File: config.mk
export PLATFORM = sky130hd
export DESIGN_NAME = load_store_initiator
export DESIGN_NICKNAME = d
export VERILOG_FILES = /design/src/rtl/load_store_initiator.sv
export SDC_FILE = /design/constraint.sdc
export NUM_CORES = 1
export LEC_CHECK = 0
export ABC_AREA = 1
export BUFFER_PORTS_ARGS = -buffer_cell sky130_fd_sc_hd__buf_4
export CORE_MARGIN = 10
export CORE_UTILIZATION = 45
export DETAILED_ROUTE_END_ITERATION = 10
export PLACE_DENSITY = 0.77
export SLEW_MARGIN = 20
export SYNTH_ARGS = -nofsm -noshare
export SYNTH_HDL_FRONTEND = slang
export SYNTH_SLANG_ARGS = --single-unit
File: constraint.sdc
create_clock -name clk -period 2.3 [get_ports clk]
set_input_delay 0.115 -clock clk [delete_from_list [all_inputs] [get_ports clk]]
set_output_delay 0.115 -clock clk [all_outputs]
set_load 0.01 [all_outputs]
File: src/rtl/load_store_initiator.sv
// Data-memory bus initiator: one load/store per instruction over req/gnt/rvalid.
// Stalls the pipeline until completion; returns extended load data or an error pulse.
module load_store_initiator #(
    parameter int TIMEOUT = 16,
    parameter int CNT_W   = 8
) (
    input  logic        clk,
    input  logic        reset,
    input  logic        Ctl_MemRead_in,
    input  logic        Ctl_MemWrite_in,
    input  logic [2:0]  funct3_in,
    input  logic [31:0] addr_in,
    input  logic [31:0] wdata_in,
    input  logic [4:0]  Rd_in,
    output logic        stall,
    output logic        mem_req,
    output logic        mem_we,
    output logic [31:0] mem_addr,
    output logic [3:0]  mem_be,
    output logic [31:0] mem_wdata,
    input  logic        mem_gnt,
    input  logic        mem_rvalid,
    input  logic [31:0] mem_rdata,
    output logic        ld_valid,
    output logic [31:0] ld_data,
    output logic [4:0]  ld_rd,
    output logic        access_err,
    output logic        bus_err
);

    typedef enum logic [1:0] {
        S_IDLE,
        S_REQ,
        S_WAIT_R
    } state_t;

    localparam bit             TO_EN = (TIMEOUT != 0);
    localparam logic [CNT_W-1:0] LAST =
        CNT_W'(TIMEOUT > 0 ? TIMEOUT - 1 : 0);

    state_t            state_q, state_d;
    logic [CNT_W-1:0]  cnt_q, cnt_d;
    logic [29:0]       word_q, word_d;
    logic [1:0]        off_q, off_d;
    logic              we_q, we_d;
    logic [3:0]        be_q, be_d;
    logic [31:0]       wdata_q, wdata_d;
    logic [2:0]        f3_q, f3_d;
    logic [4:0]        rd_q, rd_d;
    logic              ld_valid_q, ld_valid_d;
    logic [31:0]       ld_data_q, ld_data_d;
    logic [4:0]        ld_rd_q, ld_rd_d;
    logic              aerr_q, aerr_d;
    logic              berr_q, berr_d;

    logic        req_any;
    logic        f3_ok;
    logic        align_ok;
    logic        legal;
    logic        start;
    logic        done_st;
    logic        done_ld;
    logic        hit;
    logic [3:0]  be_new;
    logic [31:0] wdata_new;
    logic [7:0]  byte_sel;
    logic [15:0] half_sel;
    logic [31:0] ld_ext;

    // Request legality: funct3 valid for the op, natural alignment, not both ops
    always_comb begin
        req_any = Ctl_MemRead_in | Ctl_MemWrite_in;
        f3_ok   = 1'b0;
        case (funct3_in)
            3'b000, 3'b001, 3'b010: f3_ok = 1'b1;
            3'b100, 3'b101:         f3_ok = ~Ctl_MemWrite_in;
            default:                f3_ok = 1'b0;
        endcase
        align_ok = 1'b1;
        case (funct3_in[1:0])
            2'b01:   align_ok = ~addr_in[0];
            2'b10:   align_ok = (addr_in[1:0] == 2'b00);
            default: align_ok = 1'b1;
        endcase
        legal = f3_ok & align_ok & ~(Ctl_MemRead_in & Ctl_MemWrite_in);
        start = (state_q == S_IDLE) & req_any & legal;
    end

    // Store lane placement; loads always fetch the whole word
    always_comb begin
        be_new    = 4'hF;
        wdata_new = wdata_in;
        if (Ctl_MemWrite_in) begin
            case (funct3_in[1:0])
                2'b00: begin
                    be_new    = 4'b0001 << addr_in[1:0];
                    wdata_new = {4{wdata_in[7:0]}};
                end
                2'b01: begin
                    be_new    = 4'b0011 << addr_in[1:0];
                    wdata_new = {2{wdata_in[15:0]}};
                end
                default: begin
                    be_new    = 4'hF;
                    wdata_new = wdata_in;
                end
            endcase
        end
    end

    // Load lane extraction and sign/zero extension
    always_comb begin
        case (off_q)
            2'd0:    byte_sel = mem_rdata[7:0];
            2'd1:    byte_sel = mem_rdata[15:8];
            2'd2:    byte_sel = mem_rdata[23:16];
            default: byte_sel = mem_rdata[31:24];
        endcase
        half_sel = off_q[1] ? mem_rdata[31:16] : mem_rdata[15:0];
        case (f3_q)
            3'b000:  ld_ext = {{24{byte_sel[7]}}, byte_sel};
            3'b100:  ld_ext = {24'd0, byte_sel};
            3'b001:  ld_ext = {{16{half_sel[15]}}, half_sel};
            3'b101:  ld_ext = {16'd0, half_sel};
            default: ld_ext = mem_rdata;
        endcase
    end

    // Completion, timeout and stall; completion beats a same-cycle timeout
    always_comb begin
        done_st = (state_q == S_REQ) & mem_gnt & we_q;
        done_ld = ((state_q == S_REQ) & mem_gnt & ~we_q & mem_rvalid)
                | ((state_q == S_WAIT_R) & mem_rvalid);
        hit     = TO_EN & (state_q != S_IDLE) & (cnt_q == LAST)
                & ~done_st & ~done_ld;
        stall   = start
                | ((state_q == S_REQ) & ~(mem_gnt & (we_q | mem_rvalid)) & ~hit)
                | ((state_q == S_WAIT_R) & ~mem_rvalid & ~hit);
    end

    // Next-state and registered-output logic
    always_comb begin
        state_d    = state_q;
        cnt_d      = cnt_q;
        word_d     = word_q;
        off_d      = off_q;
        we_d       = we_q;
        be_d       = be_q;
        wdata_d    = wdata_q;
        f3_d       = f3_q;
        rd_d       = rd_q;
        ld_valid_d = 1'b0;
        ld_data_d  = ld_data_q;
        ld_rd_d    = ld_rd_q;
        aerr_d     = 1'b0;
        berr_d     = 1'b0;
        unique case (state_q)
            S_IDLE: begin
                if (start) begin
                    state_d = S_REQ;
                    cnt_d   = '0;
                    word_d  = addr_in[31:2];
                    off_d   = addr_in[1:0];
                    we_d    = Ctl_MemWrite_in;
                    be_d    = be_new;
                    wdata_d = wdata_new;
                    f3_d    = funct3_in;
                    rd_d    = Rd_in;
                end else if (req_any) begin
                    aerr_d = 1'b1;
                end
            end
            S_REQ: begin
                cnt_d = cnt_q + CNT_W'(1);
                if (done_st) begin
                    state_d = S_IDLE;
                end else if (done_ld) begin
                    state_d    = S_IDLE;
                    ld_valid_d = 1'b1;
                    ld_data_d  = ld_ext;
                    ld_rd_d    = rd_q;
                end else if (hit) begin
                    state_d = S_IDLE;
                    berr_d  = 1'b1;
                end else if (mem_gnt) begin
                    state_d = S_WAIT_R;
                end
            end
            S_WAIT_R: begin
                cnt_d = cnt_q + CNT_W'(1);
                if (done_ld) begin
                    state_d    = S_IDLE;
                    ld_valid_d = 1'b1;
                    ld_data_d  = ld_ext;
                    ld_rd_d    = rd_q;
                end else if (hit) begin
                    state_d = S_IDLE;
                    berr_d  = 1'b1;
                end
            end
            default: state_d = S_IDLE;
        endcase
    end

    // State and datapath registers
    always_ff @(posedge clk or negedge reset) begin
        if (!reset) begin
            state_q    <= S_IDLE;
            cnt_q      <= '0;
            word_q     <= '0;
            off_q      <= '0;
            we_q       <= 1'b0;
            be_q       <= '0;
            wdata_q    <= '0;
            f3_q       <= '0;
            rd_q       <= '0;
            ld_valid_q <= 1'b0;
            ld_data_q  <= '0;
            ld_rd_q    <= '0;
            aerr_q     <= 1'b0;
            berr_q     <= 1'b0;
        end else begin
            state_q    <= state_d;
            cnt_q      <= cnt_d;
            word_q     <= word_d;
            off_q      <= off_d;
            we_q       <= we_d;
            be_q       <= be_d;
            wdata_q    <= wdata_d;
            f3_q       <= f3_d;
            rd_q       <= rd_d;
            ld_valid_q <= ld_valid_d;
            ld_data_q  <= ld_data_d;
            ld_rd_q    <= ld_rd_d;
            aerr_q     <= aerr_d;
            berr_q     <= berr_d;
        end
    end

    assign mem_req    = (state_q == S_REQ);
    assign mem_we     = we_q;
    assign mem_addr   = {word_q, 2'b00};
    assign mem_be     = be_q;
    assign mem_wdata  = wdata_q;
    assign ld_valid   = ld_valid_q;
    assign ld_data    = ld_data_q;
    assign ld_rd      = ld_rd_q;
    assign access_err = aerr_q;
    assign bus_err    = berr_q;

endmodule

==> run metrics, run 1 <==
status complete, no violations; instance count on the critical path 9; FF-to-FF Start state_q[0]$_DFFE_PN0P_; Switch Pwr 0.00445 W; Yosys reg bits 127; flop2flop setup slack 0.29 ns; period utilization 89.8%; Synth cell types 30; peak per-stage delay on the critical path 0.39 ns; worst-path maximum fanout 6; FILL cells 1241; max-cap viol count 0; kind of critical path reg -> out; Critical Path Slowest Stage Cell dfrtp_1; Max IR drop VDD 0.636 mV; TNS Setup 0 ns; TritonRoute pass-1 iters 5; Worst EP required 2.18 ns; fin nets 1305; Clk pwr share 20.5%; Async S/R FF share, synth 100%; die height 142 µm; Comb pwr share 44.5%; Reg clk slew, reported paths 0.05 ns; CP cell instances inv_1, ha_2, nand3_1, nand2_1, inv_1, nand2_1, a21oi_1, o21ai_0, buf_4; mean post-synth cell area 7.13 µm²; first-pass GRT wire length 34900 µm; H-tree depth 4; Root Driver clkbuf_16; Top delay family on crit path flip-flops; largest net degree at the start of global routing 128; Starting Density 45.9%; Pwr Density 1210 nW/µm²; row cnt 44; final worst slack 0.234 ns; worst slack at placement 0.341 ns; Setup crit end kind output port; final setup vio count 0; register share of total power 35.1%; cts bufs inserted 17; initial antenna violation count 1; Leak Pwr 5.32 nW; die area 20100 µm²; Power Internal 0.00690 W; fin cells 1382; f_max 484 MHz; antenna-violating nets left 0; WHS Endpoint ld_data[5]$_DFFE_PN0P_; CP Data Arrival Time 1.95 ns; Die W 142 µm; Worst-Margin Slew 0.751 ns; Max-slew headroom 49.9%; final-report max-slew violation count 0; vias in the first global route 6623; CTS tree yes; Hold Path Depth 3; Min Clock Period, post-route 2.07 ns; register area share after synthesis 47.7%; startpoint types register; vias 6764; Starting DRT DRC Count 539; Cells after DPL 1306; global placement routability congestion 0.895; clk buf depth 2; latest clock arrival within the worst-skew pair 0.41 ns; Yosys warning count 0; gr usage total 21.4%; average wire per standard cell 15.7 µm; share of cells above drive strength 1 22.7%; r2r endpoint mem_wdata[15]$_DFFE_PN0P_; Final Hold Vio Count 0; GRT overflow 0; worst hold start mem_rdata[5]; Worst R2R Path Depth 10; area of the core 14500 µm²; Min Hold Slack 0.0192 ns; number of synthesized flops with an enable pin 0; Routed WL 21700 µm; HPWL Detailed 15200 µm; Clock Skew 0.0111 ns; Vias/cell 4.89; IO buf count 218; Sink Count 127; I/O pin cnt 221; Worst Hold Class in -> reg; Buf/Inv on CP 3; RSZ-0062 raised after global routing no; synthesis-to-layout area growth 41.2%; area of the mapped netlist 6670 µm²; DRC violations left 0; Switching Share 39.2%; Gate Count Post-Synth 935; Main synth FF type dfrtp_1
[worst min-delay path: cells and delay by family]
kind | cells | cell delay (ns)
compound gates | 2 | 0.19
buf+inv | 1 | 0.08
[layout make-up]
cell class	count	area (µm²)	area share (%)
clock inverter	8	46.3	0.492
sequential	127	3180	33.7
antenna	1	2.50	0.0266
timing repair buffer	280	2260	24.0
clock buffer	20	447	4.74
multi-input combinational	659	2860	30.4
inverter	103	387	4.11
tap	184	230	2.44
[layer usage]
metal,track usage [%],up-vias,part of all wire [%]
li1,-,3348,-
met1,26.3,3114,41
met2,32.6,282,46
met3,10.5,20,11
met4,5.76,0,1.4
met5,0,-,0
[power groups by stage]
| stage | registers, W | logic, W | clock network (W) |
|---|---|---|---|
| after detailed placement | 0.00395 | 0.00501 | 0 |
| after global placement | 0.00395 | 0.00490 | 0 |
| final | 0.00398 | 0.00504 | 0.00232 |
| after floorplan | 0.00425 | 0.00227 | 0 |
| after global routing | 0.00410 | 0.00567 | 0.00246 |
| after CTS | 0.00396 | 0.00507 | 0.00236 |
[how the worst max path moves through the flow]
stage / slack (ns) / startpoint / end
floorplan: 0.72 / state_q[1]$_DFFE_PN0P_ / ld_data[20]$_DFFE_PN0P_
global placement: 0.39 / off_q[1]$_DFFE_PN0P_ / ld_data[21]$_DFFE_PN0P_
detailed placement: 0.34 / state_q[0]$_DFFE_PN0P_ / mem_wdata[15]$_DFFE_PN0P_
CTS: 0.04 / state_q[0]$_DFFE_PN0P_ / stall
global route: 0.07 / state_q[1]$_DFFE_PN0P_ / stall
finish: 0.23 / state_q[1]$_DFFE_PN0P_ / stall
[synth_stat cells, types with 3 or more instances]
master	n	area (µm²)
nand3_1	46	230
nor2_1	65	244
ha_1	7	87.6
o21ai_0	96	480
a21oi_1	7	35.0
buf_2	25	125
or2_0	15	93.8
buf_4	8	60.1
dfrtp_1	127	3180
nand2_1	395	1480
inv_1	100	375
or2_1	8	50.1
inv_2	3	11.3
clkbuf_1	10	37.5
[cell families after synthesis]
kind of cell	share of synthesized area [%]
XOR/XNOR	0.394
flip-flops	47.7
AO/OA/AOI/OAI	8.24
adder cells (fa/ha/maj)	1.31
AND/OR/NAND/NOR	32.7
other	0.0562
buffers and inverters	9.63
[metrics by stage]
stage / area, µm² / util (%) / total power, W
3_3_place_gp: 8440 / 58.1 / 0.00885
5_1_grt: 9420 / 64.8 / 0.0122
6_report: 9420 / 64.8 / 0.0113
2_1_floorplan: 6670 / - / 0.00652
3_5_place_dp: 8440 / 58.1 / 0.00896
4_1_cts: 9390 / 64.6 / 0.0114
[layout by cell type (no fill, tap or decap), types with 2 or more instances in the layout]
cell / synthesis / final
a21oi_1: 7 / 7
buf_12: 0 / 3
buf_4: 8 / 230
clkbuf_1: 10 / 2
clkbuf_16: 0 / 17
clkinv_2: 0 / 6
conb_1: 1 / 2
dfrtp_1: 127 / 127
dlygate4sd3_1: 0 / 46
ha_1: 7 / 6
inv_1: 100 / 100
inv_2: 3 / 3
nand2_1: 395 / 395
nand3_1: 46 / 46
nor2_1: 65 / 64
nor2_2: 2 / 3
nor3_1: 2 / 2
o21ai_0: 96 / 96
o21ai_1: 2 / 2
or2_0: 15 / 15
or2_1: 8 / 8
xnor2_1: 2 / 2
[state kept, by name, indices dropped and copies added, names as in the netlist]
name / flops
mem_wdata: 32
cnt_q: 8
word_q: 30
bus_err: 1
mem_we: 1
state_q: 2
ld_rd: 5
off_q: 2
mem_be: 4
f3_q: 3
access_err: 1
rd_q: 5
ld_valid: 1
ld_data: 32
[timing repair]
action / in CTS / in global routing
hold buffers: 46 / 0
endpoints found under the setup margin: 0 / 1
buffers inserted: 0 / 1
endpoints found under the hold margin: 172 / 0
resized for setup: 0 / 4
Power figures use the tool's default switching activity.
==> run 2, diff against run 1 <==
--- a/config.mk
+++ b/config.mk
@@ -10,7 +10,7 @@
 export CORE_MARGIN = 10
 export CORE_UTILIZATION = 45
 export DETAILED_ROUTE_END_ITERATION = 10
-export PLACE_DENSITY = 0.77
+export PLACE_DENSITY = 0.69
 export SLEW_MARGIN = 20
 export SYNTH_ARGS = -nofsm -noshare
 export SYNTH_HDL_FRONTEND = slang
==> run metrics, run 2 (synthesized netlist as in run 1, its figures left out) <==
TritonRoute pass-1 iters 6; FILL cells 1273; period utilization 93.2%; kind of critical path reg -> out; fin cells 1387; RSZ-0062 raised after global routing no; Power Total 0.0118 W; CP cell instances inv_1, ha_1, inv_1, nor2_1, nand3_4, buf_6, o21ai_0, buf_4; Starting Density 45.9%; most common cell after layout, fill and taps aside nand2_1; Final Hold Vio Count 0; Top delay family on crit path buffers and inverters; average wire per standard cell 15.5 µm; global placement routability congestion 0.917; f_max 466 MHz; multi-input logic area 2860 µm²; Max IR drop VDD 0.577 mV; Critical Path Most Common Cell inv_1; FF-to-FF Start state_q[1]$_DFFE_PN0P_; share of cells above drive strength 1 23.0%; largest net degree at the start of global routing 67; first-pass GRT wire length 34900 µm; gr usage total 21.3%; Clock Skew 0.00690 ns; latest clock arrival within the worst-skew pair 0.42 ns; CP Data Arrival Time 2.03 ns; Setup crit end kind output port; antenna-violating nets left 0; TNS Setup 0 ns; Starting DRT DRC Count 433; synthesis-to-layout area growth 43.0%; startpoint types register; Max-slew headroom 57.0%; Worst-Margin Slew 0.645 ns; Buf/Inv on CP 4; Pwr Density 1230 nW/µm²; Root Driver clkbuf_16; area of the core 14500 µm²; Min Hold Slack 0.00725 ns; flop2flop setup slack 0.37 ns; status complete, no violations; worst-path maximum fanout 37; Leak Pwr 5.37 nW; I/O pin cnt 221; FF+latch area 3180 µm²; most frequent cells in the layout 395 x nand2_1, 232 x buf_4, 127 x dfrtp_1, 100 x inv_1, 96 x o21ai_0; vias in the first global route 6890; row cnt 44; Reg clk slew, reported paths 0.05 ns; Min Clock Period, post-route 2.14 ns; final setup vio count 0; r2r endpoint ld_data[31]$_DFFE_PN0P_; vias 6696; WHS Endpoint off_q[0]$_DFFE_PN0P_; Worst EP required 2.18 ns; Die W 142 µm; initial antenna violation count 1; Vias/cell 4.83; Final Util 65.6%; peak per-stage delay on the critical path 0.37 ns; max-cap viol count 0; Sink Count 127; Worst R2R Path Depth 9; die height 142 µm; die area 20100 µm²; DRC violations left 0; H-tree depth 4; final-report max-slew violation count 0; Worst Hold Class in -> reg; worst hold start addr_in[0]; Critical Path Slowest Stage Cell dfrtp_1; Cells after DPL 1310; clk buf depth 2; Hold Path Depth 3; cts bufs inserted 17; fin nets 1307; GRT overflow 0; IO buf count 218; Routed WL 21500 µm; CTS tree yes; HPWL Detailed 15500 µm
==> run 2: worst max path at each step <==
stage                           start                 endpoint  depth (start not counted)  slack, ns
6_report       state_q[0]$_DFFE_PN0P_                    stall                          8       0.16
5_1_grt        state_q[0]$_DFFE_PN0P_                    stall                          8       0.04
4_1_cts        state_q[0]$_DFFE_PN0P_                    stall                          8       0.03
3_5_place_dp   state_q[0]$_DFFE_PN0P_     cnt_q[0]$_DFFE_PN0P_                         10       0.40
3_3_place_gp   state_q[0]$_DFFE_PN0P_     cnt_q[6]$_DFFE_PN0P_                         10       0.45
2_1_floorplan  state_q[1]$_DFFE_PN0P_  ld_data[20]$_DFFE_PN0P_                          9       0.72
==> run 2: cell type report <==
class                   count  area share, %
clock inverters            10           1.43
well taps                 184           2.41
diodes                      1         0.0262
multi-input cells         659           30.0
repair buffers            282           23.8
clock buffers              21           4.93
inverters                 103           4.05
flip-flops and latches    127           33.3
==> run 2: layer usage <==
layer  vias to the layer above  part of all wire [%]  global-route usage (%)
met4                         0                   1.2                    6.24
met1                      3076                    42                    26.0
met5                         -                     0                       0
li1                       3358                     -                       -
met3                        21                   9.9                    8.58
met2                       241                    47                    33.7
==> run 2: where the power goes <==
group / leakage (nW) / switching [W] / internal (W)
logic: 3.50 / 0.00278 / 0.00228
clock network: 0.291 / 0.00101 / 0.00178
registers: 1.58 / 0.000650 / 0.00327
total: 5.37 / 0.00444 / 0.00733
==> run 2: per-stage QoR <==
stage,area (µm²),setup WS (ns)
floorplan,6670,0.722
global placement,8470,0.447
detailed placement,8470,0.399
CTS,9530,0.0322
global route,9540,0.0429
finish,9540,0.156
==> run 2: repair_timing <==
action                                 in CTS  in global routing
hold buffers                               45                  0
setup buffers                               0                  0
setup endpoints to repair                   0                  1
endpoints found under the hold margin     107                  0
resized for setup                           0                  1
==> run 2: worst register-to-register path: stages (launching register included) <==
cell and delay (ns):
dfrtp_1 0.40, inv_1 0.09, ha_1 0.25, nand2_1 0.07
nand2_1 0.13, nand3_2 0.20, inv_2 0.41, or2_0 0.20
nand2_1 0.06, inv_1 0.06
